--- config.mk ---
export PLATFORM = sky130hd
export DESIGN_NAME = hw_assign_seq
export DESIGN_NICKNAME = d
export VERILOG_FILES = /design/src/rtl/hw_assign_seq.sv
export SDC_FILE = /design/constraint.sdc
export NUM_CORES = 1
export LEC_CHECK = 0
export CAP_MARGIN = 40
export CORE_MARGIN = 2
export CORE_UTILIZATION = 40
export CTS_CLUSTER_DIAMETER = 30
export DETAILED_ROUTE_END_ITERATION = 8
export GPL_TIMING_DRIVEN = 0
export PLACE_DENSITY = 0.71
export RECOVER_POWER = 100
export SLEW_MARGIN = 10
export SYNTH_ARGS = -nofsm -noshare
export SYNTH_HDL_FRONTEND = slang
export SYNTH_SLANG_ARGS = --single-unit
--- constraint.sdc ---
create_clock -name clk -period 1.68 [get_ports clk]
set_input_delay 0.336 -clock clk [delete_from_list [all_inputs] [get_ports clk]]
set_output_delay 0.336 -clock clk [all_outputs]
set_load 0.005 [all_outputs]
--- src/rtl/hw_assign_seq.sv ---
// hw_assign_seq: drives one operand pair through every sel value of the
// hw_assign mux. Each sel value is held for DWELL cycles. The mux output is
// sampled at the end of each step. The samples are returned as one packed
// result word over a valid/ready handshake.
module hw_assign_seq #(
    parameter int unsigned DW    = 3,
    parameter int unsigned SELW  = 2,
    parameter int unsigned DWELL = 10
) (
    input  logic                     clk,
    input  logic                     rst_n,
    input  logic                     in_valid,
    output logic                     in_ready,
    input  logic [DW-1:0]            in_din0,
    input  logic [DW-1:0]            in_din1,
    output logic [DW-1:0]            din0,
    output logic [DW-1:0]            din1,
    output logic [SELW-1:0]          sel,
    input  logic [DW-1:0]            mux_dout,
    output logic                     res_valid,
    input  logic                     res_ready,
    output logic [(DW<<SELW)-1:0]    res_data,
    output logic                     busy
);

    localparam int unsigned STEPS = 1 << SELW;
    localparam int unsigned CW    = $clog2(DWELL + 1);
    localparam int unsigned RW    = STEPS * DW;

    localparam logic [CW-1:0]   CNT_LAST = CW'(DWELL - 1);
    localparam logic [SELW-1:0] SEL_LAST = SELW'(STEPS - 1);

    typedef enum logic [1:0] {
        S_IDLE   = 2'd0,
        S_RUN    = 2'd1,
        S_REPORT = 2'd2
    } state_t;

    state_t            r_state;
    state_t            w_state_nxt;

    logic [DW-1:0]     r_din0;
    logic [DW-1:0]     r_din1;
    logic [SELW-1:0]   r_sel;
    logic [CW-1:0]     r_cnt;
    logic [RW-1:0]     r_slot;
    logic [RW-1:0]     r_res_data;
    logic              r_res_valid;
    logic              r_in_ready;
    logic              r_busy;

    logic [DW-1:0]     w_din0_nxt;
    logic [DW-1:0]     w_din1_nxt;
    logic [SELW-1:0]   w_sel_nxt;
    logic [CW-1:0]     w_cnt_nxt;
    logic [RW-1:0]     w_slot_nxt;
    logic [RW-1:0]     w_res_data_nxt;
    logic              w_res_valid_nxt;
    logic              w_in_ready_nxt;
    logic              w_busy_nxt;

    logic              w_accept;
    logic              w_step_end;
    logic              w_run_done;
    logic              w_res_done;

    // Handshake and step-boundary qualifiers
    assign w_accept   = (r_state == S_IDLE) && in_valid && r_in_ready;
    assign w_step_end = (r_state == S_RUN) && (r_cnt == CNT_LAST);
    assign w_run_done = w_step_end && (r_sel == SEL_LAST);
    assign w_res_done = (r_state == S_REPORT) && r_res_valid && res_ready;

    // State register
    always_ff @(posedge clk) begin
        if (!rst_n) begin
            r_state <= S_IDLE;
        end else begin
            r_state <= w_state_nxt;
        end
    end

    // Next-state logic
    always_comb begin
        w_state_nxt = r_state;
        case (r_state)
            S_IDLE: begin
                if (w_accept) begin
                    w_state_nxt = S_RUN;
                end
            end
            S_RUN: begin
                if (w_run_done) begin
                    w_state_nxt = S_REPORT;
                end
            end
            S_REPORT: begin
                if (w_res_done) begin
                    w_state_nxt = S_IDLE;
                end
            end
            default: begin
                w_state_nxt = S_IDLE;
            end
        endcase
    end

    // Next values of the registered outputs; everything holds unless stepped
    always_comb begin
        w_din0_nxt      = r_din0;
        w_din1_nxt      = r_din1;
        w_sel_nxt       = r_sel;
        w_cnt_nxt       = r_cnt;
        w_slot_nxt      = r_slot;
        w_res_data_nxt  = r_res_data;
        w_res_valid_nxt = r_res_valid;
        w_in_ready_nxt  = r_in_ready;
        w_busy_nxt      = r_busy;
        case (r_state)
            S_IDLE: begin
                if (w_accept) begin
                    w_din0_nxt     = in_din0;
                    w_din1_nxt     = in_din1;
                    w_sel_nxt      = '0;
                    w_cnt_nxt      = '0;
                    w_in_ready_nxt = 1'b0;
                    w_busy_nxt     = 1'b1;
                end
            end
            S_RUN: begin
                w_cnt_nxt = r_cnt + CW'(1);
                if (w_step_end) begin
                    for (int unsigned i = 0; i < STEPS; i++) begin
                        if (r_sel == SELW'(i)) begin
                            w_slot_nxt[i*DW +: DW] = mux_dout;
                        end
                    end
                    w_cnt_nxt = '0;
                    if (w_run_done) begin
                        // Publish the full word only now so res_data keeps the
                        // previous result for the whole run.
                        w_res_data_nxt  = w_slot_nxt;
                        w_res_valid_nxt = 1'b1;
                    end else begin
                        w_sel_nxt = r_sel + SELW'(1);
                    end
                end
            end
            S_REPORT: begin
                if (w_res_done) begin
                    w_res_valid_nxt = 1'b0;
                    w_in_ready_nxt  = 1'b1;
                    w_busy_nxt      = 1'b0;
                end
            end
            default: begin
                w_res_valid_nxt = 1'b0;
                w_in_ready_nxt  = 1'b1;
                w_busy_nxt      = 1'b0;
            end
        endcase
    end

    // Output and datapath registers
    always_ff @(posedge clk) begin
        if (!rst_n) begin
            r_din0      <= '0;
            r_din1      <= '0;
            r_sel       <= '0;
            r_cnt       <= '0;
            r_slot      <= '0;
            r_res_data  <= '0;
            r_res_valid <= 1'b0;
            r_in_ready  <= 1'b1;
            r_busy      <= 1'b0;
        end else begin
            r_din0      <= w_din0_nxt;
            r_din1      <= w_din1_nxt;
            r_sel       <= w_sel_nxt;
            r_cnt       <= w_cnt_nxt;
            r_slot      <= w_slot_nxt;
            r_res_data  <= w_res_data_nxt;
            r_res_valid <= w_res_valid_nxt;
            r_in_ready  <= w_in_ready_nxt;
            r_busy      <= w_busy_nxt;
        end
    end

    assign din0      = r_din0;
    assign din1      = r_din1;
    assign sel       = r_sel;
    assign res_data  = r_res_data;
    assign res_valid = r_res_valid;
    assign in_ready  = r_in_ready;
    assign busy      = r_busy;

endmodule

==> run summary, run 1 <==
Synthesis Warnings - 0
Peak VDD IR - 0.529 mV
DRC - 0
Worst-path maximum fanout - 6
Crit path depth - 1
F_max - 623 MHz
Relative slew margins - 68.2%
Largest delay share family, worst path - buffers and inverters
FP Rows - 23
R2R cell count - 7
Startpoint Class - flip-flop
Vias per cell - 4.95
FFs w/ async S/R, synth - 0%
Nets - 246
Setup bufs post-CTS - 0
RSZ-0062 raised after global routing - false
Mapped Area - 0.00174 mm2
Floorplan Core Area - 0.00409 mm2
Final hold vios - 0
Die width - 69.9 um
R2r startpoint - r_cnt[0]
CP max stage delay - 0.54 ns
Critical path endpoint - sel[0]
CP Cell Sequence - clkdlybuf4s50_1
Cell variety after synth - 32
First-pass DRT Iterations - 4
Ys flop type - dfxtp_1
CTS Hold Bufs - 0
Clk Latency, worst-skew pair - 0.29 ns
CTS HTree Levels - 2
Worst Tran Pin Value - 0.476 ns
Initial antenna violation count - 0
Pwr per Cell Area - 781 mW/mm2
Post-DP HPWL - 2.58 mm
Die height - 69.9 um
Ratio of cells with drive above 1 in the final layout - 11.8%
Area Growth Syn to Fin - 29.0%
Static leakage power - 1.01 nW
CTS sink cnt - 38
Vias - 1377
Avg Synthesized Cell Area - 9.38 um2
Crit path capture type - output pin
Worst EP required - 1.34 ns
Most frequent cells in the layout - 46 x nand2_1, 37 x dfxtp_1, 21 x mux2i_1, 21 x dlygate4sd3_1, 16 x a21oi_1
Worst setup margin - 0.0736 ns
Final setup vio count - 0
Starting Density - 42.5%
Avg WL per Cell - 12.9 um
EDFF count, synth - 0
Ant. Diodes - 0
Vias in the first global route - 1334
Critical-path top delay cell - clkdlybuf4s50_1
Clk_skew - 0.00264 ns
Status - finished, final reports clean
Finished Core Util - 54.8%
Worst R2R Setup Slack - 0.13 ns
Max-slew violation count - 0
Gate Count Post-Synth - 185
IO Port Bufs - 35
Max cap viols - 0
Clk root buf - clkbuf_8
Leading cell type in the layout, fill and taps excluded - nand2_1
Largest net degree at the start of global routing - 13
Reg-to-Reg End - res_data[10]
Die Area - 0.00488 mm2
Setup Crit Path Kind - reg -> out
Clk buf depth - 2
Fin crit share - 95.6%
Post-route ant nets - 0
CTS resizes - 0
Seq/Total Area, Yosys - 43.8%
Pre-CTS WS - -0.259 ns
Global placement routability congestion - 0.832
Grt ovf - 0
Net Count, Synth - 204
CTS Buf Count - 5
Global-route wire length before repair - 6.11 mm
Fin crit period - 1.61 ns
CP bufs+invs - 1
Clock slew at reported path FFs - 0.07 ns
TritonCTS clock tree - done
Hold Path Class - reg -> reg
Crit path DAT - 1.27 ns
Critical path origin - sel[0]
GRT Total Usage - 15.7%
Fill cell count - 388
Routed WL - 3.59 mm
DR iter-0 viols - 33
I/O Pins - 36
Synth Register Bits - 38
worst min path at each step:
stage | slack, ns | cells past startpoint | to | startpoint
floorplan | 0.44 | 2 | r_slot[0] | r_slot[0]
global placement | 0.44 | 2 | r_slot[3] | r_slot[3]
detailed placement | 0.45 | 2 | din1[2] | din1[2]
CTS | 0.46 | 2 | din1[2] | din1[2]
global route | 0.48 | 2 | res_data[3] | res_data[3]
finish | 0.45 | 2 | din1[2] | din1[2]
sequential cells by signal, summed over array words and instances, names as in the netlist:
signal     flops
in_ready       1
res_data      12
r_slot         9
din1           3
sel            2
r_state        2
din0           3
r_cnt          4
busy           1
res_valid      1
cell type report:
cell class                 instances  area [um2]  area share (%)
buffer                            12        87.6            3.91
clock buffer                       6        82.6            3.69
clock inverter                     2        12.5           0.559
inverter                           5        18.8           0.838
multi-input combinational        130         862            38.5
sequential                        38         762            34.0
tap                               50        62.6            2.79
timing repair buffer              35         350            15.7
stage by stage:
stage	cells	TNS (ns)	total power [mW]	hold slack, ns	area [um2]
2_1_floorplan	185	0	1.05	0.436	1740
3_3_place_gp	270	-3.24	1.13	0.444	2150
3_5_place_dp	270	-3.75	1.14	0.450	2150
4_1_cts	278	0	1.78	0.460	2240
5_1_grt	278	0	1.83	0.476	2240
6_report	278	0	1.75	0.453	2240
cell families after synthesis:
| kind of cell | share of synthesized area, % |
|---|---|
| fa+ha+maj | 4.33 |
| flops | 43.8 |
| buf+inv | 6.06 |
| compound gates | 9.59 |
| mux | 18.0 |
| simple gates | 18.2 |
synth_stat cells (2+ instances only):
cell type / n / area (um2)
ha_1: 6 / 75.1
buf_6: 3 / 33.8
clkbuf_1: 6 / 22.5
buf_2: 2 / 10.0
mux2i_1: 21 / 210
a31oi_1: 2 / 12.5
nand2_1: 46 / 173
or3_1: 3 / 18.8
o21ai_0: 5 / 25.0
o311ai_0: 2 / 17.5
a21oi_1: 16 / 80.1
nand3_1: 4 / 20.0
mux2_2: 9 / 101
dfxtp_1: 38 / 761
inv_1: 5 / 18.8
report_power, final:
part,switching (mW),internal (mW),total (mW)
clock,0.313,0.329,0.643
sequential,0.0159,0.921,0.937
combinational,0.0854,0.0837,0.169
total,0.414,1.33,1.75
metal layers:
| metal | wire [um] | track usage (%) |
|---|---|---|
| met4 | 72 | 7.05 |
| met1 | 1750 | 20.8 |
| met5 | 0 | 0 |
| met2 | 1600 | 23.9 |
| met3 | 162 | 4.33 |
Note: power is estimated with default switching activity, not from simulation.
==> run 2: changes to the inputs <==
--- a/config.mk
+++ b/config.mk
@@ -6,12 +6,14 @@
 export NUM_CORES = 1
 export LEC_CHECK = 0
 export CAP_MARGIN = 40
+export CELL_PAD_IN_SITES_DETAIL_PLACEMENT = 2
+export CELL_PAD_IN_SITES_GLOBAL_PLACEMENT = 2
 export CORE_MARGIN = 2
-export CORE_UTILIZATION = 40
+export CORE_UTILIZATION = 30
 export CTS_CLUSTER_DIAMETER = 30
 export DETAILED_ROUTE_END_ITERATION = 8
 export GPL_TIMING_DRIVEN = 0
-export PLACE_DENSITY = 0.71
+export PLACE_DENSITY = 0.83
 export RECOVER_POWER = 100
 export SLEW_MARGIN = 10
 export SYNTH_ARGS = -nofsm -noshare
==> run summary, run 2 (synthesis gave the netlist of run 1 again) <==
Vias - 1494 (was 1377)
Final setup vio count - 0 (unchanged)
Starting Density - 31.3% (was 42.5%)
Avg WL per Cell - 15.7 um (was 12.9 um)
Finished Core Util - 40.9% (was 54.8%)
Area Growth Syn to Fin - 30.5% (was 29.0%)
Max cap viols - 0 (unchanged)
Initial antenna violation count - 0 (unchanged)
Multi-input logic area - 873 um2 (was 862 um2)
Die width - 80.1 um (was 69.9 um)
Pwr per Cell Area - 756 mW/mm2 (was 781 mW/mm2)
Worst-path maximum fanout - 10 (was 6)
CTS Buf Count - 5 (unchanged)
Fin crit period - 1.61 ns (about the same)
Leading cell type in the layout, fill and taps excluded - nand2_1 (unchanged)
CTS sink cnt - 38 (unchanged)
Worst Tran Pin Value - 0.514 ns (was 0.476 ns)
First-pass DRT Iterations - 3 (was 4)
DP Area - 0.00218 mm2 (was 0.00215 mm2)
DRC - 0 (unchanged)
Die Area - 0.00641 mm2 (was 0.00488 mm2)
Clock slew at reported path FFs - 0.07 ns (about the same)
Ratio of cells with drive above 1 in the final layout - 13.7% (was 11.8%)
Post-route ant nets - 0 (unchanged)
Max FFs per register - 12 (unchanged)
Status - finished, final reports clean (unchanged)
Static leakage power - 1.01 nW (about the same)
GRT Total Usage - 16.0% (was 15.7%)
FP Rows - 27 (was 23)
Fin cells - 299 (was 278)
Peak VDD IR - 0.338 mV (was 0.529 mV)
FF+latch area - 764 um2 (was 762 um2)
Crit path DAT - 1.82 ns (was 1.27 ns)
Relative slew margins - 65.7% (was 68.2%)
Clk buf depth - 2 (unchanged)
I/O Pins - 36 (unchanged)
DR iter-0 viols - 52 (was 33)
Fill cell count - 633 (was 388)
RSZ-0062 raised after global routing - false (unchanged)
Final Total Pwr - 1.71 mW (was 1.75 mW)
Clk_skew - 0.00561 ns (was 0.00264 ns)
Fin crit share - 96.0% (was 95.6%)
Post-DP HPWL - 3.36 mm (was 2.58 mm)
Global placement routability congestion - 0.739 (was 0.832)
Placed insts - 292 (was 270)
Largest net degree at the start of global routing - 11 (was 13)
Min Hold Slack - 0.454 ns (was 0.453 ns)
CTS HTree Levels - 2 (unchanged)
Vias in the first global route - 1569 (was 1334)
Final hold vios - 0 (unchanged)
Worst setup margin - 0.0666 ns (was 0.0736 ns)
Setup Crit Path Kind - reg -> reg (was reg -> out)
Worst R2R Setup Slack - 0.07 ns (was 0.13 ns)
Setup TNS - 0 ns (unchanged)
Most frequent cells in the layout - 46 x nand2_1, 35 x dfxtp_1, 21 x dlygate4sd3_1, 20 x mux2i_1, 16 x a21oi_1 (was 46 x nand2_1, 37 x dfxtp_1, 21 x mux2i_1, 21 x dlygate4sd3_1, 16 x a21oi_1)
Ant. Diodes - 0 (unchanged)
Die height - 80.1 um (was 69.9 um)
Hold Path Class - reg -> reg (unchanged)
Routed WL - 4.69 mm (was 3.59 mm)
F_max - 620 MHz (was 623 MHz)
TritonCTS clock tree - done (unchanged)
Max-slew violation count - 0 (unchanged)
Crit path capture type - flip-flop (was output pin)
Worst EP required - 1.89 ns (was 1.34 ns)
Pre-CTS WS - -0.373 ns (was -0.259 ns)
Clk root buf - clkbuf_8 (unchanged)
Vias per cell - 5.00 (was 4.95)
Clk Latency, worst-skew pair - 0.29 ns (about the same)
Startpoint Class - flip-flop (unchanged)
Floorplan Core Area - 0.00554 mm2 (was 0.00409 mm2)
Global-route wire length before repair - 7.78 mm (was 6.11 mm)
Design Area, Final - 0.00226 mm2 (was 0.00224 mm2)
Grt ovf - 0 (unchanged)
Nets - 246 (unchanged)
IO Port Bufs - 35 (unchanged)
run 2: changes by cell type in the layout (fill, tap and decap cells not counted), sizes merged:
cell and delta:
buf +1, clkinv -1, clkinvlp -1
run 2: worst paths after layout:
check            from           to  depth (start not counted)
max          r_cnt[1]  res_data[4]                          8
min           din0[2]      din0[2]                          2
max reg2reg  r_cnt[1]  res_data[4]                          8
min reg2reg   din0[2]      din0[2]                          2
run 2: worst max-delay path: stages (launching register included):
cell and delay, ns:
dfxtp_2 0.36, inv_1 0.05, ha_1 0.19, and3b_1 0.16
buf_2 0.18, nand3_2 0.10, buf_6 0.13, buf_12 0.15
mux2i_2 0.22
run 2: power breakdown:
part / internal (mW) / switching (mW)
combinational: 0.0874 / 0.0953
clock: 0.286 / 0.304
sequential: 0.922 / 0.0174
run 2: per-layer routing:
metal,part of all wire (%),track usage (%),vias up
met1,48,20.5,747
met3,2.6,3.03,5
met4,1.3,6.10,0
met5,0,0,-
li1,-,-,717
met2,48,26.6,25
run 2: what timing repair did:
item,in CTS,in global routing
resized for setup,2,8
hold buffers,0,0
buffers inserted,0,0
endpoints found under the setup margin,13,15
run 2: cell type report:
type,instances,area share (%)
Timing Repair Buffer,35,15.5
Inverter,5,0.829
Tap cell,72,3.98
Clock buffer,7,3.37
Multi-Input combinational cell,130,38.6
Sequential cell,38,33.8
Buffer,12,4.03
==> run 3: changes to the inputs <==
--- a/config.mk
+++ b/config.mk
@@ -13,7 +13,7 @@
 export CTS_CLUSTER_DIAMETER = 30
 export DETAILED_ROUTE_END_ITERATION = 8
 export GPL_TIMING_DRIVEN = 0
-export PLACE_DENSITY = 0.83
+export PLACE_DENSITY = 0.79
 export RECOVER_POWER = 100
 export SLEW_MARGIN = 10
 export SYNTH_ARGS = -nofsm -noshare
==> run summary, run 3 (synthesis gave the netlist of run 1 again) <==
Status - finished, final reports clean (unchanged)
GRT Total Usage - 15.2% (was 16.0%)
Final Total Pwr - 1.77 mW (was 1.71 mW)
Routed WL - 4.55 mm (was 4.69 mm)
Design Area, Final - 0.00227 mm2 (was 0.00226 mm2)
Comb power frac - 10.1% (was 10.7%)
I/O Pins - 36 (unchanged)
Clk Latency, worst-skew pair - 0.29 ns (about the same)
Clock power frac - 36.8% (was 34.5%)
Setup TNS - 0 ns (unchanged)
Vias in the first global route - 1491 (was 1569)
Largest net degree at the start of global routing - 12 (was 11)
First-pass DRT Iterations - 3 (unchanged)
Worst Tran Pin Value - 0.492 ns (was 0.514 ns)
Hold Path Class - reg -> reg (unchanged)
CTS sink cnt - 38 (unchanged)
Vias - 1450 (was 1494)
Clk buf depth - 2 (unchanged)
Startpoint Class - flip-flop (unchanged)
Internal power - 1.34 mW (was 1.29 mW)
Largest delay share family, worst path - buffers and inverters (unchanged)
Post-DP HPWL - 3.28 mm (was 3.36 mm)
CTS Buf Count - 5 (unchanged)
Final setup vio count - 0 (unchanged)
RSZ-0062 raised after global routing - false (unchanged)
Fin crit period - 1.62 ns (was 1.61 ns)
F_max - 619 MHz (was 620 MHz)
IO Port Bufs - 35 (unchanged)
Min Hold Slack - 0.454 ns (about the same)
CP max stage delay - 0.55 ns (was 0.36 ns)
DR iter-0 viols - 54 (was 52)
Vias per cell - 4.83 (was 5.00)
Worst-path maximum fanout - 6 (was 10)
Setup Crit Path Kind - reg -> out (was reg -> reg)
Switching Fraction - 24.4% (about the same)
Die width - 80.1 um (unchanged)
Initial antenna violation count - 0 (unchanged)
Worst setup margin - 0.0641 ns (was 0.0666 ns)
CP Cell Sequence - clkdlybuf4s50_1 (was inv_1 > ha_1 > and3b_1 > buf_2 > nand3_2 > buf_6 > buf_12 > mux2i_2)
CTS Hold Bufs - 0 (unchanged)
Crit path capture type - output pin (was flip-flop)
Pre-CTS WS - -0.369 ns (was -0.373 ns)
Global-route wire length before repair - 7.46 mm (was 7.78 mm)
Finished Core Util - 41.0% (was 40.9%)
Die height - 80.1 um (unchanged)
Clk root buf - clkbuf_8 (unchanged)
Peak VDD IR - 0.404 mV (was 0.338 mV)
Starting Density - 31.3% (unchanged)
Pwr per Cell Area - 779 mW/mm2 (was 756 mW/mm2)
Max-slew violation count - 0 (unchanged)
CTS HTree Levels - 2 (unchanged)
Leading cell type in the layout, fill and taps excluded - nand2_1 (unchanged)
Register share of total power - 53.0% (was 54.9%)
DP Area - 0.00218 mm2 (unchanged)
Area Growth Syn to Fin - 31.0% (was 30.5%)
Nets - 246 (unchanged)
Grt ovf - 0 (unchanged)
Ant. Diodes - 0 (unchanged)
Clock slew at reported path FFs - 0.07 ns (about the same)
Avg WL per Cell - 15.2 um (was 15.7 um)
Post-route ant nets - 0 (unchanged)
Relative slew margins - 67.2% (was 65.7%)
Floorplan Core Area - 0.00554 mm2 (unchanged)
Global placement routability congestion - 0.756 (was 0.739)
Max FFs per register - 12 (unchanged)
Ratio of cells with drive above 1 in the final layout - 13.2% (was 13.7%)
P_sw - 0.432 mW (was 0.417 mW)
Static leakage power - 1.02 nW (was 1.01 nW)
TritonCTS clock tree - done (unchanged)
DRC - 0 (unchanged)
Most frequent cells in the layout - 46 x nand2_1, 36 x dfxtp_1, 21 x mux2i_1, 21 x dlygate4sd3_1, 16 x a21oi_1 (was 46 x nand2_1, 35 x dfxtp_1, 21 x dlygate4sd3_1, 20 x mux2i_1, 16 x a21oi_1)
Fin cells - 300 (was 299)
Placed insts - 292 (unchanged)
Die Area - 0.00641 mm2 (unchanged)
Fin crit share - 96.2% (was 96.0%)
Crit path DAT - 1.28 ns (was 1.82 ns)
Clk_skew - 0.00690 ns (was 0.00561 ns)
CP bufs+invs - 1 (was 4)
Critical-path top delay cell - clkdlybuf4s50_1 (was dfxtp_2)
Max cap viols - 0 (unchanged)
Worst EP required - 1.34 ns (was 1.89 ns)
Final hold vios - 0 (unchanged)
Setup bufs post-CTS - 0 (unchanged)
FP Rows - 27 (unchanged)
-- run 3: power by group through the flow --
| stage | Combinational (mW) | Sequential [mW] | Clock [mW] |
|---|---|---|---|
| 3_5_place_dp | 0.186 | 0.961 | 0 |
| 3_3_place_gp | 0.181 | 0.960 | 0 |
| 2_1_floorplan | 0.0896 | 0.957 | 0 |
| 4_1_cts | 0.189 | 0.940 | 0.666 |
| 5_1_grt | 0.201 | 0.943 | 0.721 |
| 6_report | 0.179 | 0.940 | 0.653 |
-- run 3: path summary, 6_finish.rpt --
kind	startpoint	end	slack, ns	cells after the start
min reg2reg	din1[2]	din1[2]	0.45	2
min	din1[2]	din1[2]	0.45	2
max	sel[0]	sel[0]	0.06	1
max reg2reg	r_cnt[1]	res_data[8]	0.13	8
-- run 3: cell type report --
| cell class | instances | area (um2) |
|---|---|---|
| fill | 631 | 3270 |
| multi-input combinational | 130 | 870 |
| sequential | 38 | 763 |
| timing repair buffer | 35 | 350 |
| buffer | 12 | 90.1 |
| tap | 72 | 90.1 |
| clock buffer | 7 | 86.3 |
| inverter | 5 | 18.8 |
| clock inverter | 1 | 5.00 |
-- run 3: worst register-to-register path, stage by stage (launching register included) --
cell and delay (ns):
dfxtp_2 0.35, inv_1 0.05, ha_1 0.20, and3b_1 0.16, buf_2 0.17, nand3_2 0.10
buf_6 0.13, buf_12 0.14, mux2i_1 0.19
-- run 3: metal layers --
layer  track usage, %  vias to the layer above  part of all wire (%)
li1                 -                      725                     -
met1             20.0                      694                    49
met2             24.3                       24                    46
met3             3.93                        7                   3.6
met4             5.08                        0                   1.4
met5                0                        -                     0
-- run 3: repair_timing --
item | in CTS | in global routing
setup endpoints to repair | 16 | 5
cloned | 0 | 0
resized for setup | 3 | 2
==> RTL edit 1, RTL diff (flow settings as in run 3) <==
Make the reset (`rst_n`) asynchronous in 2 clocked blocks.
--- a/src/rtl/hw_assign_seq.sv
+++ b/src/rtl/hw_assign_seq.sv
@@ -71,7 +71,7 @@
     assign w_res_done = (r_state == S_REPORT) && r_res_valid && res_ready;
 
     // State register
-    always_ff @(posedge clk) begin
+    always_ff @(posedge clk or negedge rst_n) begin
         if (!rst_n) begin
             r_state <= S_IDLE;
         end else begin
@@ -161,7 +161,7 @@
     end
 
     // Output and datapath registers
-    always_ff @(posedge clk) begin
+    always_ff @(posedge clk or negedge rst_n) begin
         if (!rst_n) begin
             r_din0      <= '0;
             r_din1      <= '0;
Behaviour: differs if rst_n is asserted again (counterexample within 4 cycles, from zero or initial values and one cycle with rst_n low); with rst_n held inactive, the same outputs for 10 cycles.
==> RTL edit 1 against run 3 <==
- critical path depth increased by 5
- clock skew shrank 0.00072 ns
- wire length grew 0.35%
- global-route usage is 0.16 points lower
- worst hold slack got worse by 0.10 ns
- die area rose by 2.3%
- sequential cell count unchanged
- synthesized area rose by 2.4%
- largest cell class is now registers
- cell area up 6.3%
- worst setup slack lost 0.052 ns
- first-iteration DRC count up 24%
Power is not compared: it rests on default switching activity, and its combinational part moved more than twofold at a synthesized area within 25%.
==> RTL edit 1: results <==
export IMPL_result_of_the_run="completed"
export IMPL_p_leak_nw=1.160
export IMPL_worst_r2r_setup_slack_ns=0.01
export IMPL_placement_io_buffers=35
export IMPL_largest_reg_flops=12
export IMPL_cts_made_buffers=5
export IMPL_global_route_wire_length_before_repair_microns=7272
export IMPL_gp_routability_congestion=0.7143
export IMPL_synthTopCellsByArea="sky130_fd_sc_hd__dfrtp_1 (52%), sky130_fd_sc_hd__mux2_2 (18%), sky130_fd_sc_hd__mux2_4 (5.9%)"
export IMPL_synth_xor_area_share=0
export IMPL_crit_reg2reg_capture="res_data[4]$_DFFE_PN0P_"
export IMPL_cts_root_buf="sky130_fd_sc_hd__clkbuf_8"
export IMPL_commonest_cells_in_the_synthesized_netlist="sky130_fd_sc_hd__dfrtp_1 (37), sky130_fd_sc_hd__mux2_2 (29), sky130_fd_sc_hd__mux2_4 (7), sky130_fd_sc_hd__nand2_1 (7), sky130_fd_sc_hd__ha_1 (6)"
export IMPL_insertedDiodeCount=0
export IMPL_vias_in_the_first_global_route=1394
export IMPL_ir_drop_mv=0.6631
export IMPL_finalNetCount=196
export IMPL_setup_worst_path_start="r_cnt[1]$_DFFE_PN0P_"
export IMPL_clk_insertion_delay_late_ns=0.29
export IMPL_drive_gt1_frac=0.3559
export IMPL_muxShareOfSynthArea=0.2542
export IMPL_critical_path_arrival_ns=1.84
export IMPL_worst_setup_hold_path_clk_slew_ns=0.07
export IMPL_ctsLongestPathBuffers=2
export IMPL_drt_pass1_iter_count=3
export IMPL_syn_nets=147
export IMPL_initialDrtViolationCount=67
export IMPL_synth_adder_area_share=0.04225
export IMPL_antenna_found_initial=0
export IMPL_vias_per_cell=4.837
export IMPL_clock_skew_final_ns=0.006186
export IMPL_post_synth_num_cell_types=29
export IMPL_compound_gate_portion_of_the_synthesized_area=0.05493
export IMPL_rr_worst_depth=6
export IMPL_drt_wirelength_per_cell_microns=18.10
export IMPL_max_slew_margin=0.4375
export IMPL_fillCellCount=598
export IMPL_min_path_type="input pin to async pin"
export IMPL_worstPathMaxFanout=5
export IMPL_synth_ff_type="sky130_fd_sc_hd__dfrtp_1"
export IMPL_h_tree_depth=2
export IMPL_asyncSetResetFlopFracSynth=1.000
export IMPL_detailedPlacementHpwl_microns=3057
export IMPL_grtUsageTotal=0.1507
export IMPL_ys_warnings_count=0
export IMPL_grt_start_max_net_pins=39
export IMPL_yosysSeqAreaShare=0.5359
export IMPL_hold_worst_slack_ns=0.3539
[RTL edit 1: how the worst max path moves through the flow]
stage                               to  slack [ns]
2_1_floorplan  res_data[0]$_DFFE_PN0P_        0.16
4_1_cts          r_slot[2]$_DFFE_PN0P_       0.003
3_5_place_dp       din1[0]$_DFFE_PN0P_       -0.17
3_3_place_gp     res_valid$_DFFE_PN0P_       -0.55
5_1_grt        res_data[4]$_DFFE_PN0P_       -0.05
6_report       res_data[4]$_DFFE_PN0P_        0.01
[RTL edit 1: final cells by class]
class	instances	area, sq um	area share
Tap cell	75	93.84	0.03884
Multi-Input combinational cell	81	802.0	0.3320
Buffer	4	41.29	0.01709
Sequential cell	38	954.7	0.3951
Clock buffer	7	76.32	0.03159
Timing Repair Buffer	42	429.2	0.1776
Inverter	5	18.77	0.007768
[RTL edit 1: kinds of logic after synthesis]
kind of cell	Yosys count
DFF	38
AOI/OAI and AO/OA	15
adders and majority gates	6
buffers and inverters	9
muxes	38
and+or+nand+nor	22
[RTL edit 1: per-layer routing]
metal	global-route usage	part of all wire	vias up
met3	0.04222	0.039	6
li1	-	-	550
met2	0.2545	0.52	33
met4	0.04576	0.011	0
met1	0.1872	0.43	630
met5	0	0	-
[RTL edit 1: worst max-delay path: stages (launching register included)]
cell and delay [ns]:
sky130_fd_sc_hd__dfrtp_1 0.41, sky130_fd_sc_hd__inv_2 0.09, sky130_fd_sc_hd__ha_4 0.13, sky130_fd_sc_hd__and3b_2 0.28, sky130_fd_sc_hd__nand3_4 0.15, sky130_fd_sc_hd__clkbuf_16 0.19
sky130_fd_sc_hd__mux2_4 0.29
[RTL edit 1: repair_timing]
item                                   4_1_cts  5_1_grt
setup endpoints to repair                   17       19
pin swaps                                    1        1
resized for setup                            3       11
hold buffers                                 0        1
endpoints found under the hold margin        0        1
buffers inserted                             2        2
gates cloned                                 0        1
[RTL edit 1: power by group]
| part | switching (W) | internal [W] | total (W) | leakage (nW) |
|---|---|---|---|---|
| combinational | 0.000430 | 0.000620 | 0.00105 | 0.626 |
| sequential | 0.000192 | 0.00112 | 0.00131 | 0.496 |
| clock | 0.000310 | 0.000286 | 0.000596 | 0.0383 |
| total | 0.000933 | 0.00202 | 0.00296 | 1.16 |
[RTL edit 1: metrics by stage]
| stage | worst slack, ns | instance area [sq um] | power, W | instances |
|---|---|---|---|---|
| detailed placement | -0.1658 | 2216 | 0.002272 | 238 |
| global placement | -0.5465 | 2221 | 0.002170 | 238 |
| finish | 0.01246 | 2416 | 0.002957 | 252 |
| CTS | 0.002897 | 2330 | 0.002897 | 247 |
| global route | -0.04609 | 2416 | 0.003167 | 252 |
| floorplan | 0.1592 | 1777 | 0.001788 | 128 |
==> RTL edit 2, RTL diff (settings of run 3) <==
Without the edit above. Change the parameter `DWELL` from 10 to 9.
--- a/src/rtl/hw_assign_seq.sv
+++ b/src/rtl/hw_assign_seq.sv
@@ -5,7 +5,7 @@
 module hw_assign_seq #(
     parameter int unsigned DW    = 3,
     parameter int unsigned SELW  = 2,
-    parameter int unsigned DWELL = 10
+    parameter int unsigned DWELL = 9
 ) (
     input  logic                     clk,
     input  logic                     rst_n,
Check against the original RTL: no difference found for any inputs over 10 cycles, from zero or initial values and one cycle with rst_n low; that may be too few to reach the edited logic, so the function may still have changed.
==> RTL edit 2 against run 3 <==
- cell area is 2.1% lower
- sequential cell count unchanged
- count of clock-buffer cells in the layout unchanged
- non-clock buffer count down 1
- synthesized area down 1.2%
- die area decreased by 1.2%
- power down 4.0%
- wire length shrank 4.0%
- worst setup slack improved by 0.032 ns
- largest power group unchanged
- highest routed layer unchanged
==> RTL edit 2: results <==
export IMPL_result_of_the_run="completed"
export IMPL_yosysSeqAreaShare=0.4438
export IMPL_drive_gt1_frac=0.1189
export IMPL_slew_violations=0
export IMPL_clk_insertion_delay_late_ns=0.28
export IMPL_timing_critical_path_slowest_stage_cell="sky130_fd_sc_hd__dlygate4sd3_1"
export IMPL_worst_path_largest_cell_delay_ns=0.58
export IMPL_asyncSetResetFlopFracSynth=0
export IMPL_grt_start_max_net_pins=11
export IMPL_timing_rr_start="r_cnt[0]$_SDFFE_PN0P_"
export IMPL_p_leak_nw=0.9960
export IMPL_post_synth_num_cell_types=31
export IMPL_postSynthAreaPerCell_sq_um=9.216
export IMPL_hold_start="res_data[9]$_SDFFE_PN0P_"
export IMPL_total_wire_length_microns=4365
export IMPL_cts_root_buf="sky130_fd_sc_hd__clkbuf_8"
export IMPL_routed_via_count=1445
export IMPL_worstPathMaxFanout=5
export IMPL_critPathTopFamily="buffers and inverters"
export IMPL_max_slew_margin=0.6747
export IMPL_numPlacedInstances=293
export IMPL_initialDrtViolationCount=19
export IMPL_vias_in_the_first_global_route=1561
export IMPL_ir_drop_mv=0.2858
export IMPL_finalNetCount=246
export IMPL_gp_routability_congestion=0.7826
export IMPL_synthTopCellsByArea="sky130_fd_sc_hd__dfxtp_1 (44%), sky130_fd_sc_hd__mux2i_1 (12%), sky130_fd_sc_hd__nand2_1 (10%)"
export IMPL_drt_wirelength_per_cell_microns=14.60
export IMPL_dp_worst_setup_slack_ns=-0.3572
export IMPL_commonest_cells_in_the_synthesized_netlist="sky130_fd_sc_hd__nand2_1 (47), sky130_fd_sc_hd__dfxtp_1 (38), sky130_fd_sc_hd__mux2i_1 (21)"
export IMPL_syn_nets=205
export IMPL_setup_worst_path_start="in_ready$_SDFFE_PN1P_"
export IMPL_detailedPlacementHpwl_microns=3224
export IMPL_global_route_wire_length_before_repair_microns=7341
export IMPL_clock_skew_final_ns=0.001336
export IMPL_grtUsageTotal=0.1512
export IMPL_h_tree_depth=2
export IMPL_critical_path_arrival_ns=1.25
export IMPL_setup_viol_count_final=0
## RTL edit 2: changes by cell type in the layout (fill, tap and decap cells not counted), moves of 2 or more
cell and delta:
sky130_fd_sc_hd__or3_1 -2, sky130_fd_sc_hd__dlygate4sd3_1 +2, sky130_fd_sc_hd__clkdlybuf4s50_1 -2, sky130_fd_sc_hd__clkbuf_1 +2
## RTL edit 2: repair_timing
action / in CTS / in global routing
setup buffers: 0 / 0
resized for setup: 2 / 5
pin swaps: 0 / 0
hold buffers: 0 / 0
setup endpoints to repair: 13 / 16
## RTL edit 2: routing by layer
metal  global-route usage  share of wire  vias to the layer above
met5                    0              0                        -
li1                     -              -                      713
met4              0.06207          0.018                        0
met1               0.1879           0.49                      701
met2               0.2538           0.46                       25
met3              0.03054          0.030                        6
## RTL edit 2: final timing paths
kind	end	slack [ns]	cells past startpoint
max	in_ready	0.1	1
min	res_data[9]$_SDFFE_PN0P_	0.46	2
max reg2reg	res_data[4]$_SDFFE_PN0P_	0.18	7
min reg2reg	res_data[9]$_SDFFE_PN0P_	0.46	2
## RTL edit 2: power breakdown
part	switching [W]	internal (W)
Sequential	0.0000158	0.000922
Clock	0.000299	0.000286
Combinational	0.0000928	0.0000850
Total	0.000408	0.00129
## RTL edit 2: area by class of cell
type / instances / area [sq um]
plain buffers: 11 / 62.56
clock buffers: 7 / 76.32
repair buffers: 35 / 350.3
well taps: 72 / 90.09
flip-flops and latches: 38 / 764.5
inverters: 6 / 22.52
multi-input cells: 130 / 859.6
fillers: 617 / 3281
## RTL edit 2: logic make-up (layout without fill, tap and decap cells)
family                   Yosys count  count (layout)  synth area share
AO/OA/AOI/OAI                     29              29           0.09709
adder cells (fa/ha/maj)            6               6           0.04379
buffers and inverters             18              59           0.05474
flip-flops                        38              38            0.4438
multiplexers                      30              30            0.1818
AND/OR/NAND/NOR                   65              65            0.1788
## RTL edit 2: metrics by stage
stage                       util  total power (W)
after global placement    0.3913         0.001142
after detailed placement  0.3913         0.001145
final                     0.4042         0.001701
after global routing      0.4042         0.001788
after floorplan                -         0.001046
after CTS                 0.4056         0.001744
